--- src/rtl/sseg_pkg.sv ---
// Shared constants and types for the seven-segment scan driver and the
// game logic that feeds it. Patterns are active low, bit order a..g,dp = [7..0].
package sseg_pkg;

  // All cathodes released.
  localparam logic [7:0] SEG_OFF = 8'hFF;

  // Bit positions of each segment inside an 8-bit pattern.
  localparam int SEG_A  = 7;
  localparam int SEG_B  = 6;
  localparam int SEG_C  = 5;
  localparam int SEG_D  = 4;
  localparam int SEG_E  = 3;
  localparam int SEG_F  = 2;
  localparam int SEG_G  = 1;
  localparam int SEG_DP = 0;

  // Decimal glyphs (active low, dp off).
  localparam logic [7:0] GLYPH_0 = 8'b00000011;
  localparam logic [7:0] GLYPH_1 = 8'b10011111;
  localparam logic [7:0] GLYPH_2 = 8'b00100101;
  localparam logic [7:0] GLYPH_3 = 8'b00001101;
  localparam logic [7:0] GLYPH_4 = 8'b10011001;
  localparam logic [7:0] GLYPH_5 = 8'b01001001;
  localparam logic [7:0] GLYPH_6 = 8'b01000001;
  localparam logic [7:0] GLYPH_7 = 8'b00011111;
  localparam logic [7:0] GLYPH_8 = 8'b00000001;
  localparam logic [7:0] GLYPH_9 = 8'b00001001;

  // Board-cell encoding used by the game-state logic.
  typedef enum logic [1:0] {
    CELL_EMPTY    = 2'd0,
    CELL_OCCUPIED = 2'd1,
    CELL_FLASHING = 2'd2
  } cell_t;

  // Scan controller states.
  typedef enum logic [1:0] {
    ST_IDLE  = 2'd0,
    ST_BLANK = 2'd1,
    ST_DRIVE = 2'd2
  } scan_state_t;

  // Map a decimal value to its glyph; anything above 9 shows nothing.
  function automatic logic [7:0] digit_glyph(input logic [3:0] value);
    case (value)
      4'd0:    digit_glyph = GLYPH_0;
      4'd1:    digit_glyph = GLYPH_1;
      4'd2:    digit_glyph = GLYPH_2;
      4'd3:    digit_glyph = GLYPH_3;
      4'd4:    digit_glyph = GLYPH_4;
      4'd5:    digit_glyph = GLYPH_5;
      4'd6:    digit_glyph = GLYPH_6;
      4'd7:    digit_glyph = GLYPH_7;
      4'd8:    digit_glyph = GLYPH_8;
      4'd9:    digit_glyph = GLYPH_9;
      default: digit_glyph = SEG_OFF;
    endcase
  endfunction

endpackage

--- src/rtl/sseg_scan_mux_tick_gen.sv ---
// One-cycle enable pulse every DIV clock cycles. Used instead of a derived
// clock so everything downstream stays on the single system clock.
module tick_gen #(
  parameter int DIV = 10
) (
  input  logic clk,
  input  logic rst_n,
  output logic tick
);

  localparam int CW = (DIV > 1) ? $clog2(DIV) : 1;
  localparam logic [CW-1:0] LAST = CW'(DIV - 1);

  logic [CW-1:0] cnt;

  // Free-running modulo-DIV counter.
  always_ff @(posedge clk or negedge rst_n) begin
    if (!rst_n) begin
      cnt <= '0;
    end else if (cnt == LAST) begin
      cnt <= '0;
    end else begin
      cnt <= cnt + 1'b1;
    end
  end

  // Pulse on the final count; with DIV=1 this is high every cycle.
  assign tick = (cnt == LAST);

endmodule

--- src/rtl/sseg_scan_mux.sv ---
// Time-multiplexed driver for an N-digit active-low common-anode display.
// Each digit slot is a short dead time (BLANK) followed by DRIVE. The digit
// pattern and its mask bits are captured once at DRIVE start so a change from
// upstream never tears a digit mid-slot. Blink phase changes only at slot
// boundaries. Outputs are computed from next-state values and registered so
// they line up exactly with the state register.
module sseg_scan_mux
  import sseg_pkg::*;
#(
  parameter int NUM_DIGITS = 4,
  parameter int SCAN_DIV   = 2200,
  parameter int BLANK_CYC  = 16,
  parameter int BLINK_DIV  = 10000000,
  localparam int DW = (NUM_DIGITS > 1) ? $clog2(NUM_DIGITS) : 1
) (
  input  logic                    CLK,
  input  logic                    RST_N,
  input  logic                    en,
  input  logic [8*NUM_DIGITS-1:0] seg_data,
  input  logic [NUM_DIGITS-1:0]   blink_mask,
  input  logic [NUM_DIGITS-1:0]   blank_mask,
  output logic [NUM_DIGITS-1:0]   DISP_EN,
  output logic [7:0]              SEGMENTS,
  output logic [DW-1:0]           digit_idx,
  output logic                    frame_done,
  output logic                    blink_phase
);

  localparam int SW = (SCAN_DIV > 1) ? $clog2(SCAN_DIV) : 1;
  localparam logic [SW-1:0] LAST_SLOT   = SW'(SCAN_DIV - 1);
  localparam logic [SW-1:0] LAST_BLANK  = SW'((BLANK_CYC > 0) ? BLANK_CYC - 1 : 0);
  localparam logic [SW-1:0] DRIVE_FIRST = SW'(BLANK_CYC);
  localparam logic [DW-1:0] LAST_DIGIT  = DW'(NUM_DIGITS - 1);
  localparam scan_state_t   SLOT_ENTRY  = (BLANK_CYC > 0) ? ST_BLANK : ST_DRIVE;

  scan_state_t           state;
  scan_state_t           state_next;
  logic [SW-1:0]         slot_cnt;
  logic [SW-1:0]         slot_next;
  logic [DW-1:0]         digit_next;
  logic                  slot_start;
  logic                  drive_start;
  logic                  blink_tick;
  logic                  blink_pending;
  logic                  toggle_now;
  logic                  phase_next;
  logic [7:0]            pat_reg;
  logic                  blink_bit_reg;
  logic                  blank_bit_reg;
  logic [7:0]            pat_next;
  logic                  blink_bit_next;
  logic                  blank_bit_next;
  logic [7:0]            seg_next;
  logic [NUM_DIGITS-1:0] disp_next;
  logic                  frame_next;
  logic [7:0]            digit_pat [NUM_DIGITS];

  tick_gen #(
    .DIV (BLINK_DIV)
  ) u_blink_tick (
    .clk   (CLK),
    .rst_n (RST_N),
    .tick  (blink_tick)
  );

  // Split the flat pattern bus into one byte per digit.
  for (genvar gi = 0; gi < NUM_DIGITS; gi++) begin : g_unpack
    assign digit_pat[gi] = seg_data[8*gi +: 8];
  end

  // Next scan position: which state, slot cycle and digit the next cycle is.
  always_comb begin
    state_next = state;
    slot_next  = slot_cnt;
    digit_next = digit_idx;
    slot_start = 1'b0;
    if (!en) begin
      state_next = ST_IDLE;
      slot_next  = '0;
      digit_next = '0;
    end else begin
      case (state)
        ST_IDLE: begin
          state_next = SLOT_ENTRY;
          slot_next  = '0;
          digit_next = '0;
          slot_start = 1'b1;
        end
        ST_BLANK: begin
          slot_next = slot_cnt + 1'b1;
          if (slot_cnt == LAST_BLANK) begin
            state_next = ST_DRIVE;
          end
        end
        ST_DRIVE: begin
          if (slot_cnt == LAST_SLOT) begin
            state_next = SLOT_ENTRY;
            slot_next  = '0;
            digit_next = (digit_idx == LAST_DIGIT) ? '0 : digit_idx + 1'b1;
            slot_start = 1'b1;
          end else begin
            slot_next = slot_cnt + 1'b1;
          end
        end
        default: begin
          state_next = ST_IDLE;
          slot_next  = '0;
          digit_next = '0;
        end
      endcase
    end
  end

  // Capture point, blink phase and the output values for the next cycle.
  always_comb begin
    drive_start    = (state_next == ST_DRIVE) && (slot_next == DRIVE_FIRST);
    toggle_now     = slot_start && (blink_pending || blink_tick);
    phase_next     = blink_phase ^ toggle_now;
    pat_next       = drive_start ? digit_pat[digit_next]  : pat_reg;
    blink_bit_next = drive_start ? blink_mask[digit_next] : blink_bit_reg;
    blank_bit_next = drive_start ? blank_mask[digit_next] : blank_bit_reg;
    seg_next       = SEG_OFF;
    if ((state_next == ST_DRIVE) && !blank_bit_next && !(blink_bit_next && phase_next)) begin
      seg_next = pat_next;
    end
    frame_next = (state_next == ST_DRIVE) && (digit_next == LAST_DIGIT) &&
                 (slot_next == LAST_SLOT);
  end

  // Anode enables: only the active digit is pulled low, and only in DRIVE.
  for (genvar gi = 0; gi < NUM_DIGITS; gi++) begin : g_anode
    assign disp_next[gi] = !((state_next == ST_DRIVE) && (digit_next == DW'(gi)));
  end

  // Scan state, latched digit data, blink phase and registered outputs.
  always_ff @(posedge CLK or negedge RST_N) begin
    if (!RST_N) begin
      state         <= ST_IDLE;
      slot_cnt      <= '0;
      digit_idx     <= '0;
      blink_phase   <= 1'b0;
      blink_pending <= 1'b0;
      pat_reg       <= SEG_OFF;
      blink_bit_reg <= 1'b0;
      blank_bit_reg <= 1'b0;
      DISP_EN       <= '1;
      SEGMENTS      <= SEG_OFF;
      frame_done    <= 1'b0;
    end else begin
      state         <= state_next;
      slot_cnt      <= slot_next;
      digit_idx     <= digit_next;
      blink_phase   <= phase_next;
      pat_reg       <= pat_next;
      blink_bit_reg <= blink_bit_next;
      blank_bit_reg <= blank_bit_next;
      if (toggle_now) begin
        blink_pending <= 1'b0;
      end else if (blink_tick) begin
        blink_pending <= 1'b1;
      end
      DISP_EN    <= disp_next;
      SEGMENTS   <= seg_next;
      frame_done <= frame_next;
    end
  end

endmodule

--- config.mk ---
export PLATFORM = sky130hd
export DESIGN_NAME = sseg_scan_mux
export DESIGN_NICKNAME = d
export VERILOG_FILES = /design/src/rtl/sseg_pkg.sv /design/src/rtl/sseg_scan_mux_tick_gen.sv /design/src/rtl/sseg_scan_mux.sv
export SDC_FILE = /design/constraint.sdc
export NUM_CORES = 1
export LEC_CHECK = 0
export CAP_MARGIN = 15
export CORE_UTILIZATION = 44
export DETAILED_ROUTE_END_ITERATION = 16
export PLACE_DENSITY = 0.68
export RECOVER_POWER = 50
export SLEW_MARGIN = 20
export SYNTH_ARGS = -nofsm -noshare
export SYNTH_HDL_FRONTEND = slang
export SYNTH_SLANG_ARGS = --single-unit
--- constraint.sdc ---
create_clock -name CLK -period 3 [get_ports CLK]
set_input_delay 0.6 -clock CLK [delete_from_list [all_inputs] [get_ports CLK]]
set_output_delay 0.6 -clock CLK [all_outputs]
set_load 0.02 [all_outputs]
==> results.json <==
{
  "fin_worst_skew_ps": 12.2,
  "cp-start-kind": "flop",
  "peakVddDrop_mv": 0.204,
  "max_slew.worst_pin.slew_ps": 1580,
  "syn-cell-area_um2": 3470,
  "timing.final.crit_share_pct": 94.8,
  "die_w_um": 90.8,
  "ys_async_sr_fraction_pct": 100,
  "static-leakage-power_nw": 1.88,
  "viasPerCell": 5.12,
  "clock_sinks": 65,
  "synth_top_area_share_pct": 32.5,
  "synth.area.top_cells": "dfrtp_1 32%, dfstp_2 15%, mux2i_1 5.8%",
  "wire_per_inst_um": 13.8,
  "hold_viol": 0,
  "use_met2_pct": 29.3,
  "place_ws_ps": 49.8,
  "cts_tree": "built",
  "antenna_left": 0,
  "syn_nets": 386,
  "path_max_fanout": 8,
  "ys_types": 45,
  "place.gp.congestion": 0.794,
  "start_util_pct": 45.1,
  "portBuffers": 58,
  "synth_commonest_cells": "45 x dfrtp_1, 44 x nor2_1, 24 x nand2_1",
  "synthMuxAreaShare_pct": 9.35,
  "ys.flop_type": "dfrtp_1",
  "grt_max_degree": 35,
  "vias": 2635,
  "cts.path.max_buffers": 2,
  "status": "finished, violations left",
  "dieArea_um2": 8240,
  "insertedDiodeCount": 0,
  "grt_pass1_wl_um": 12100,
  "path_class": "reg2reg",
  "drive_above_1_share_pct": 17.7,
  "dpl_cell_area_um2": 4230,
  "final-max-slew-violation-count": 33,
  "largestRegisters": "u_blink_tick.cnt: 24 flops, slot_cnt: 12 flops",
  "synth_compound_area_share_pct": 6.06,
  "row_count": 32,
  "synth-seq-area-share_pct": 47.6,
  "final_util_pct": 57.9,
  "avgSynthCellArea_um2": 10.3,
  "powerDensity_nw_per_um2": 412,
  "maxCapViolations": 1,
  "worstPathArrival_ps": 3110,
  "drc": 0,
  "fmax_mhz": 352,
  "finalSetupViolations": 0,
  "pin_count": 59,
  "ctsHoldBuffers": 0,
  "violations": "max-capacitance violations, max-slew violations",
  "htree_levels": 3,
  "synth_top_family_by_area": "simple AND/OR/NAND/NOR gates",
  "hold_class": "reg2reg",
  "synth_most_common_cell": "dfrtp_1",
  "synth-xor-area-share_pct": 8.59,
  "top_register": "u_blink_tick.cnt",
  "grt.total_usage_pct": 18.6,
  "cp-end-kind": "flop",
  "crit_required_ps": 3260,
  "holdWs_ps": 489,
  "dr.pass1.iters": 4,
  "cts_root_buffer": "clkbuf_8",
  "die_h_um": 90.8,
  "fin_nets": 458,
  "synth_edf_count": 0,
  "met3_usage_pct": 4.38,
  "synth_fa_ha_area_share_pct": 2.53,
  "synthSimpleGateAreaFrac_pct": 22.2,
  "syn_inst": 336,
  "drt-total-wl_um": 7130,
  "met1_usage_pct": 24.6,
  "syn_to_final_growth_pct": 28.3,
  "largest_reg_flops": 24,
  "top_usage_layer": "met2",
  "grt_pass1_vias": 2594,
  "setup_slack_ps": 155,
  "stdcell_area_um2": 4450,
  "setup-tns-final_ps": 0,
  "synth-seq-cells": 65,
  "ys_warn_count": 0,
  "clkSlewWorstSetupHoldPaths_ps": 80,
  "yosys.area.top_type": "dfrtp_1",
  "grt_overflow": 0,
  "worstSkewPairLatency_ps": 340,
  "core_area_um2": 7690,
  "antenna_found_initial": 0,
  "drtIter0Drc": 92,
  "cts_buffers": 9,
  "slew_headroom_pct": -5.13,
  "min_period_ps": 2840,
  "rsz0062_at_grt": "no",
  "hpwl_um": 5250
}
-- metrics by stage --
stage               instances  total power [mW]
global placement          499              1.04
detailed placement        499              1.04
CTS                       515              1.86
global route              515              1.91
finish                    515              1.83
floorplan                 336             0.944
-- cells by family after synthesis --
logic type,after synthesis
compound gates,32
xor+xnor,34
fa+ha+maj,7
buf+inv,27
flops,65
mux,31
simple gates,140
-- worst max-delay path, stage by stage, from the launching register on --
cell,delay [ps]
dfrtp_1,440
or4_4,580
or4_4,560
and3b_4,210
o21ba_4,230
mux2i_1,130
mux2i_1,230
o221a_4,310
nand2_1,70
-- metal layers --
| metal | share of wire (%) | vias to the layer above |
|---|---|---|
| li1 | - | 1310 |
| met1 | 47 | 1256 |
| met2 | 47 | 60 |
| met3 | 5.1 | 9 |
| met4 | 1.3 | 0 |
| met5 | 0 | - |
-- cells in the final DEF (no fill, tap or decap), types with 3 or more instances in the layout --
cell             count
nor2b_1              4
nor3_1               4
inv_1               16
and4_1               5
nor3b_1              3
clkdlybuf4s50_1     57
ha_1                 7
buf_4               13
mux2_2              10
dfrtp_1             45
mux2i_1             20
nor2_1              44
and3_1               8
nand2_1             24
dfstp_2             20
xor2_1              19
xnor2_1             15
nand3_1             18
a21oi_1             16
o21ai_0              6
nand4_1              9
clkbuf_8             9
-- path summary, 6_finish.rpt --
kind                                                from  slack, ps  depth (start not counted)                            end
max in group asynchronous                          RST_N        770                          2          blink_phase$_DFF_PN0_
hold reg to reg            u_blink_tick.cnt[4]$_DFF_PN0_        490                          1  u_blink_tick.cnt[4]$_DFF_PN0_
min in group asynchronous                          RST_N        640                          1  u_blink_tick.cnt[4]$_DFF_PN0_
setup / recovery                   slot_cnt[9]$_DFF_PN0_        160                          8          SEGMENTS[7]$_DFF_PN1_
hold / removal             u_blink_tick.cnt[4]$_DFF_PN0_        490                          1  u_blink_tick.cnt[4]$_DFF_PN0_
setup reg to reg                   slot_cnt[9]$_DFF_PN0_        160                          8          SEGMENTS[7]$_DFF_PN1_
-- area by class of cell --
| class | instances | area, um^2 |
|---|---|---|
| Inverter | 16 | 60.1 |
| Timing Repair Buffer | 72 | 677 |
| Multi-Input combinational cell | 244 | 1710 |
| Clock buffer | 9 | 124 |
| Tap cell | 102 | 128 |
| Sequential cell | 65 | 1650 |
| Clock inverter | 7 | 95.1 |
| Fill cell | 702 | 3240 |
-- timing repair --
| item | CTS | global route |
|---|---|---|
| buffers inserted | 0 | 0 |
| endpoints found under the setup margin | 0 | 14 |
| gates resized for setup | 0 | 3 |
-- report_power, final --
part	switching (mW)	leakage (nW)	internal, mW
combinational	0.0554	0.957	0.0741
sequential	0.00463	0.815	0.882
clock	0.348	0.109	0.467
Power figures use the tool's default switching activity.
